[src/rtl/led_ctrl_pkg.sv]
// Shared types and the fixed auto-mode program for the flowing-light controller.
// LED_SEQ_LOOP_EN selects a looping program (no DONE state) instead of a one-shot run.
package led_ctrl_pkg;

`ifdef LED_SEQ_LOOP_EN
    typedef enum logic [1:0] {
        ST_IDLE  = 2'd0,
        ST_RUN   = 2'd1,
        ST_PAUSE = 2'd2
    } state_e;
`else
    typedef enum logic [1:0] {
        ST_IDLE  = 2'd0,
        ST_RUN   = 2'd1,
        ST_PAUSE = 2'd2,
        ST_DONE  = 2'd3
    } state_e;
`endif

    localparam logic [1:0] FREQ_1000HZ = 2'b00;
    localparam logic [1:0] FREQ_500HZ  = 2'b01;
    localparam logic [1:0] FREQ_20HZ   = 2'b10;
    localparam logic [1:0] FREQ_5HZ    = 2'b11;

    typedef struct packed {
        logic [1:0] freq;
        logic       dir;
        logic [3:0] steps;
    } prog_entry_t;

    localparam prog_entry_t [0:3] PROG = '{
        '{freq: FREQ_1000HZ, dir: 1'b0, steps: 4'd8},
        '{freq: FREQ_500HZ,  dir: 1'b1, steps: 4'd8},
        '{freq: FREQ_20HZ,   dir: 1'b0, steps: 4'd4},
        '{freq: FREQ_5HZ,    dir: 1'b1, steps: 4'd4}
    };

    // A zero step count would never complete an entry, so it behaves as one step.
    function automatic logic [3:0] eff_steps(input logic [3:0] steps);
        return (steps == 4'd0) ? 4'd1 : steps;
    endfunction

endpackage

[src/rtl/key_debounce.sv]
// Button conditioner: 2-flop synchronizer, stability counter and a one-cycle
// pulse on each accepted 0->1 transition (releases are accepted silently).
module key_debounce #(
    parameter int DEBOUNCE_CNT = 999_999
) (
    input  logic clk,
    input  logic rst,
    input  logic button,
    output logic press
);

    localparam int CW = (DEBOUNCE_CNT < 1) ? 1 : $clog2(DEBOUNCE_CNT + 1);
    localparam logic [CW-1:0] CNT_MAX = CW'(DEBOUNCE_CNT);

    logic          sync1_q;
    logic          sync2_q;
    logic          level_q;
    logic          press_q;
    logic [CW-1:0] cnt_q;

    always_ff @(posedge clk or negedge rst) begin
        if (!rst) begin
            sync1_q <= 1'b0;
            sync2_q <= 1'b0;
            level_q <= 1'b0;
            press_q <= 1'b0;
            cnt_q   <= '0;
        end else begin
            sync1_q <= button;
            sync2_q <= sync1_q;
            press_q <= 1'b0;
            if (sync2_q == level_q) begin
                cnt_q <= '0;
            end else if (cnt_q == CNT_MAX) begin
                // Level differed for DEBOUNCE_CNT+1 consecutive cycles: accept it.
                cnt_q   <= '0;
                level_q <= sync2_q;
                press_q <= sync2_q;
            end else begin
                cnt_q <= cnt_q + 1'b1;
            end
        end
    end

    assign press = press_q;

endmodule

[src/rtl/led_flow_ctrl.sv]
// Run/pause FSM, auto-program stepping and frequency/direction selection for
// the LED shifter. Build option: LED_SEQ_LOOP_EN (loop the program forever).
module led_flow_ctrl
    import led_ctrl_pkg::*;
#(
    parameter int DEBOUNCE_CNT = 999_999
) (
    input  logic       clk,
    input  logic       rst,
    input  logic       button,
    input  logic       auto_mode,
    input  logic [1:0] sw_freq,
    input  logic       sw_dir,
    input  logic       step_tick,
    output logic       run,
    output logic [1:0] freq_set,
    output logic       dir_set,
    output logic [1:0] seq_idx
);

    logic        press;
    state_e      state_q, state_d;
    logic [1:0]  idx_q, idx_d;
    logic [3:0]  cnt_q, cnt_d;
    logic        auto_q;
    logic        run_q;
    logic [1:0]  freq_q, freq_d;
    logic        dir_q, dir_d;
    prog_entry_t cur_entry;
    prog_entry_t next_entry;
    logic        mode_change;
    logic        last_step;

    key_debounce #(
        .DEBOUNCE_CNT(DEBOUNCE_CNT)
    ) u_key_debounce (
        .clk   (clk),
        .rst   (rst),
        .button(button),
        .press (press)
    );

    always_ff @(posedge clk or negedge rst) begin
        if (!rst) begin
            state_q <= ST_IDLE;
            idx_q   <= 2'd0;
            cnt_q   <= 4'd0;
            auto_q  <= 1'b0;
            run_q   <= 1'b0;
            freq_q  <= FREQ_1000HZ;
            dir_q   <= 1'b0;
        end else begin
            state_q <= state_d;
            idx_q   <= idx_d;
            cnt_q   <= cnt_d;
            auto_q  <= auto_mode;
            run_q   <= (state_d == ST_RUN);
            freq_q  <= freq_d;
            dir_q   <= dir_d;
        end
    end

    always_comb begin
        state_d     = state_q;
        idx_d       = idx_q;
        cnt_d       = cnt_q;
        cur_entry   = PROG[idx_q];
        mode_change = (auto_mode != auto_q);
        last_step   = (cnt_q == eff_steps(cur_entry.steps) - 4'd1);

        if (mode_change) begin
            idx_d = 2'd0;
            cnt_d = 4'd0;
        end

        // A press wins over a coincident tick; the tick is simply dropped.
        if (press) begin
            case (state_q)
                ST_IDLE: begin
                    state_d = ST_RUN;
                    idx_d   = 2'd0;
                    cnt_d   = 4'd0;
                end
                ST_RUN:   state_d = ST_PAUSE;
                ST_PAUSE: state_d = ST_RUN;
`ifdef LED_SEQ_LOOP_EN
`else
                ST_DONE: begin
                    state_d = ST_RUN;
                    idx_d   = 2'd0;
                    cnt_d   = 4'd0;
                end
`endif
                default:  state_d = ST_IDLE;
            endcase
        end else if (state_q == ST_RUN && auto_mode && !mode_change && step_tick) begin
            if (last_step) begin
                cnt_d = 4'd0;
                if (idx_q == 2'd3) begin
`ifdef LED_SEQ_LOOP_EN
                    idx_d = 2'd0;
`else
                    state_d = ST_DONE;
`endif
                end else begin
                    idx_d = idx_q + 2'd1;
                end
            end else begin
                cnt_d = cnt_q + 4'd1;
            end
        end

        next_entry = PROG[idx_d];
        freq_d     = auto_mode ? next_entry.freq : sw_freq;
        dir_d      = auto_mode ? next_entry.dir  : sw_dir;
    end

    assign run      = run_q;
    assign freq_set = freq_q;
    assign dir_set  = dir_q;
    assign seq_idx  = idx_q;

endmodule
[config.mk]
export PLATFORM = sky130hd
export DESIGN_NAME = led_flow_ctrl
export DESIGN_NICKNAME = d
export VERILOG_FILES = /design/src/rtl/led_ctrl_pkg.sv /design/src/rtl/key_debounce.sv /design/src/rtl/led_flow_ctrl.sv
export SDC_FILE = /design/constraint.sdc
export NUM_CORES = 1
export LEC_CHECK = 0
export BUFFER_PORTS_ARGS = -buffer_cell sky130_fd_sc_hd__buf_2
export CAP_MARGIN = 0
export CORE_UTILIZATION = 53
export DETAILED_ROUTE_END_ITERATION = 8
export PLACE_DENSITY = 0.8
export SLEW_MARGIN = 20
export SYNTH_ARGS = -nofsm -noshare
export SYNTH_HDL_FRONTEND = slang
export SYNTH_SLANG_ARGS = --single-unit
[constraint.sdc]
create_clock -name clk -period 2.05 [get_ports clk]
set_input_delay 0.41 -clock clk [delete_from_list [all_inputs] [get_ports clk]]
set_output_delay 0.41 -clock clk [all_outputs]
set_load 0.02 [all_outputs]
==> run metrics <==
unrepaired setup endpoints after global routing=true; critical path arrival=2.41 ns; initial antenna violation count=0; Post-Syn Nets=201; CTS tree=built; Worst Tran Pin Value=0.8109 ns; Root Buffer=clkbuf_4; multiplexer share of the synthesized area=1.853%; layout cell share with drive strength beyond 1=21.43%; compound-gate portion of the synthesized area=11.91%; adder-cell share of the synthesized area=3.309%; Async S/R FF share, synth=100.0%; largest family of logic cells by synthesized area=simple AND/OR/NAND/NOR gates; pre-CTS setup slack=-0.08034 ns; DRC=0; Initial DRT Pass Iterations=4; max-slew violation count=0; Post-Synth Simple-Gate Area=24.16%; Post-Synthesis Cell Area=0.001891 mm²; total grt overflow=0; crit path time final=2.150 ns; worst ir drop on vdd=0.4825 mV; most frequent cells in the layout=dfrtp_1, nor2_1, buf_4; Req. time, crit path=2.31 ns; TritonCTS buffer count=5; Sink Count=37; max_cap viols=0; critical path start-end classification=register to register; Final TNS setup=-1.064 ns; Min-Delay Path Class=input pin to asynchronous set/reset pin; GRT Overall Usage=23.52%; clock skew=0.01438 ns; NumNets Final=236; FILL cells=243; # port buffers=13; first-pass GRT wire length=6.430 mm; io pins=14; fin worst setup slack=-0.09988 ns; hold_buf cts=0; Initial Utilization=55.78%; dominant synthesized flop cell=dfrtp_1; Via Count=1589; post-synthesis sequential area ratio=48.97%; Syn-to-layout area delta=19.06%; clk slew on worst S/H paths=0.13 ns; antenna cells=0; Post-Synth XOR/XNOR Area=7.412%; synth unique cells=43; core area=0.003390 mm²; Critical Path, Cell by Cell=or4_1 > or4_4 > or3_4 > mux2_4; final hold vios=0; failing checks=setup timing; routed len/inst=14.38 µm; CP startpoint kind=register; Worst path top cell family by delay=simple AND/OR/NAND/NOR gates; Slew HR=45.94%; Leak=0.9497 nW; flops & latches, synth=37; antenna-violating nets left=0; via/cell ratio=5.885; crit end category=register; max incr delay on CP=0.51 ns; synthesized area per cell=10.06 µm²; Site Rows=21; Synthesis Warnings=0; commonest non-fill, non-tap cell in the layout=dfrtp_1; Iter 0 DRT Violations=137; Max FO, Critical Path=3; final period utilization=104.9%; critical path's slowest cell=or4_1; die width=61.73 µm; Post-Syn Instances=188; PwrDens=653.8 mW/mm²; H-tree depth=2; CP Buf/Inv Count=0; EDFF count, synth=0; largest net degree at the start of global routing=38; Peak Freq=465.1 MHz; Final Setup Violations=21; vias in the first global route=1503; clk buf depth=2; Post-Route WL=3.882 mm; Die Ht=61.73 µm; clk_lat worst skew=0.35 ns; status=complete, but fails checks; GPL Wtd Cong=0.8125; Post-DP HPWL=2.807 mm; DIE AREA=0.003810 mm²
-- state kept, by name, indices dropped and copies added, names as in the netlist --
name,cells
u_key_debounce.press,1
state_q,2
cnt_q,4
u_key_debounce.sync2_q,1
run,1
auto_q,1
u_key_debounce.level_q,1
u_key_debounce.sync1_q,1
freq_set,2
seq_idx,2
dir_set,1
u_key_debounce.cnt_q,20
-- logic make-up after synthesis --
group	Yosys count
adder cells (fa/ha/maj)	5
AND/OR/NAND/NOR	84
XOR/XNOR	16
buffers and inverters	10
multiplexers	3
AO/OA/AOI/OAI	33
flip-flops	37
-- routing by layer --
| metal | up-vias | share of wire [%] | track usage (%) |
|---|---|---|---|
| met2 | 31 | 52 | 42.09 |
| met5 | - | 0 | 0 |
| met4 | 0 | 1.9 | 10.16 |
| met3 | 11 | 3.3 | 3.934 |
| li1 | 753 | - | - |
| met1 | 794 | 42 | 27.86 |
-- metrics by stage --
stage | hold WS, ns | utilization [%] | power (mW) | instance area, µm² | cells
after floorplan | 0.1144 | - | 0.7990 | 1891 | 188
after global placement | 0.3359 | 62.72 | 0.8330 | 2126 | 261
after detailed placement | 0.3420 | 62.72 | 0.8361 | 2126 | 261
after CTS | 0.1446 | 66.08 | 1.476 | 2240 | 269
after global routing | 0.1391 | 66.41 | 1.521 | 2251 | 270
final | 0.1375 | 66.41 | 1.472 | 2251 | 270
-- path summary, 6_finish.rpt --
path / to / cells past startpoint / startpoint / slack (ns)
max in group asynchronous: cnt_q[1] / 1 / rst / 1.40
max reg2reg: u_key_debounce.level_q / 4 / u_key_debounce.cnt_q[15] / -0.1
min reg2reg: u_key_debounce.sync2_q / 0 / u_key_debounce.sync1_q / 0.37
min: cnt_q[0] / 1 / rst / 0.14
min in group clk: u_key_debounce.sync1_q / 1 / button / 0.15
max: u_key_debounce.level_q / 4 / u_key_debounce.cnt_q[15] / -0.1
-- worst reg2reg max path, cell delays in order, from the launching register on --
cell	delay [ns]
dfrtp_1	0.39
or4_1	0.51
or4_4	0.49
or3_4	0.37
mux2_4	0.30
-- where the power goes --
part           leakage, nW  switching (mW)  internal [mW]
clock network       0.0558           0.263          0.384
logic                0.402          0.0467         0.0285
registers            0.492         0.00912          0.741
total                0.950           0.319           1.15
-- synthesized netlist by cell type, drive strengths merged (2+ instances only) --
cell	instances	area, µm²
dfrtp	37	925.9
nor2	22	82.58
xnor2	13	113.9
a21oi	12	60.06
nand2	12	45.04
nand3	9	45.04
o31ai	7	66.31
inv	6	22.52
nand4	6	37.54
nor3	6	30.03
or4	6	48.80
ha	5	62.56
o21ai	5	25.02
or3	5	36.28
clkbuf	3	11.26
nor4	3	18.77
xor2	3	26.28
and3	2	13.77
mux2i	2	20.02
nand2b	2	12.51
nand3b	2	15.01
nand4b	2	17.52
nor2b	2	12.51
-- layout make-up --
class                      count  area [µm²]  share of cell area, %
clock inverter                 3       68.82                  3.057
multi-input combinational    141       923.4                  41.02
clock buffer                   5       37.54                  1.668
sequential                    37       925.9                  41.13
inverter                       6       22.52                  1.001
tap                           46       57.56                  2.557
timing repair buffer          32       215.2                  9.561
-- repair_timing --
action | in CTS | in global routing
resized for setup | 2 | 1
endpoints found under the setup margin | 17 | 22
setup buffers | 0 | 1
Note: power is estimated with default switching activity, not from simulation.
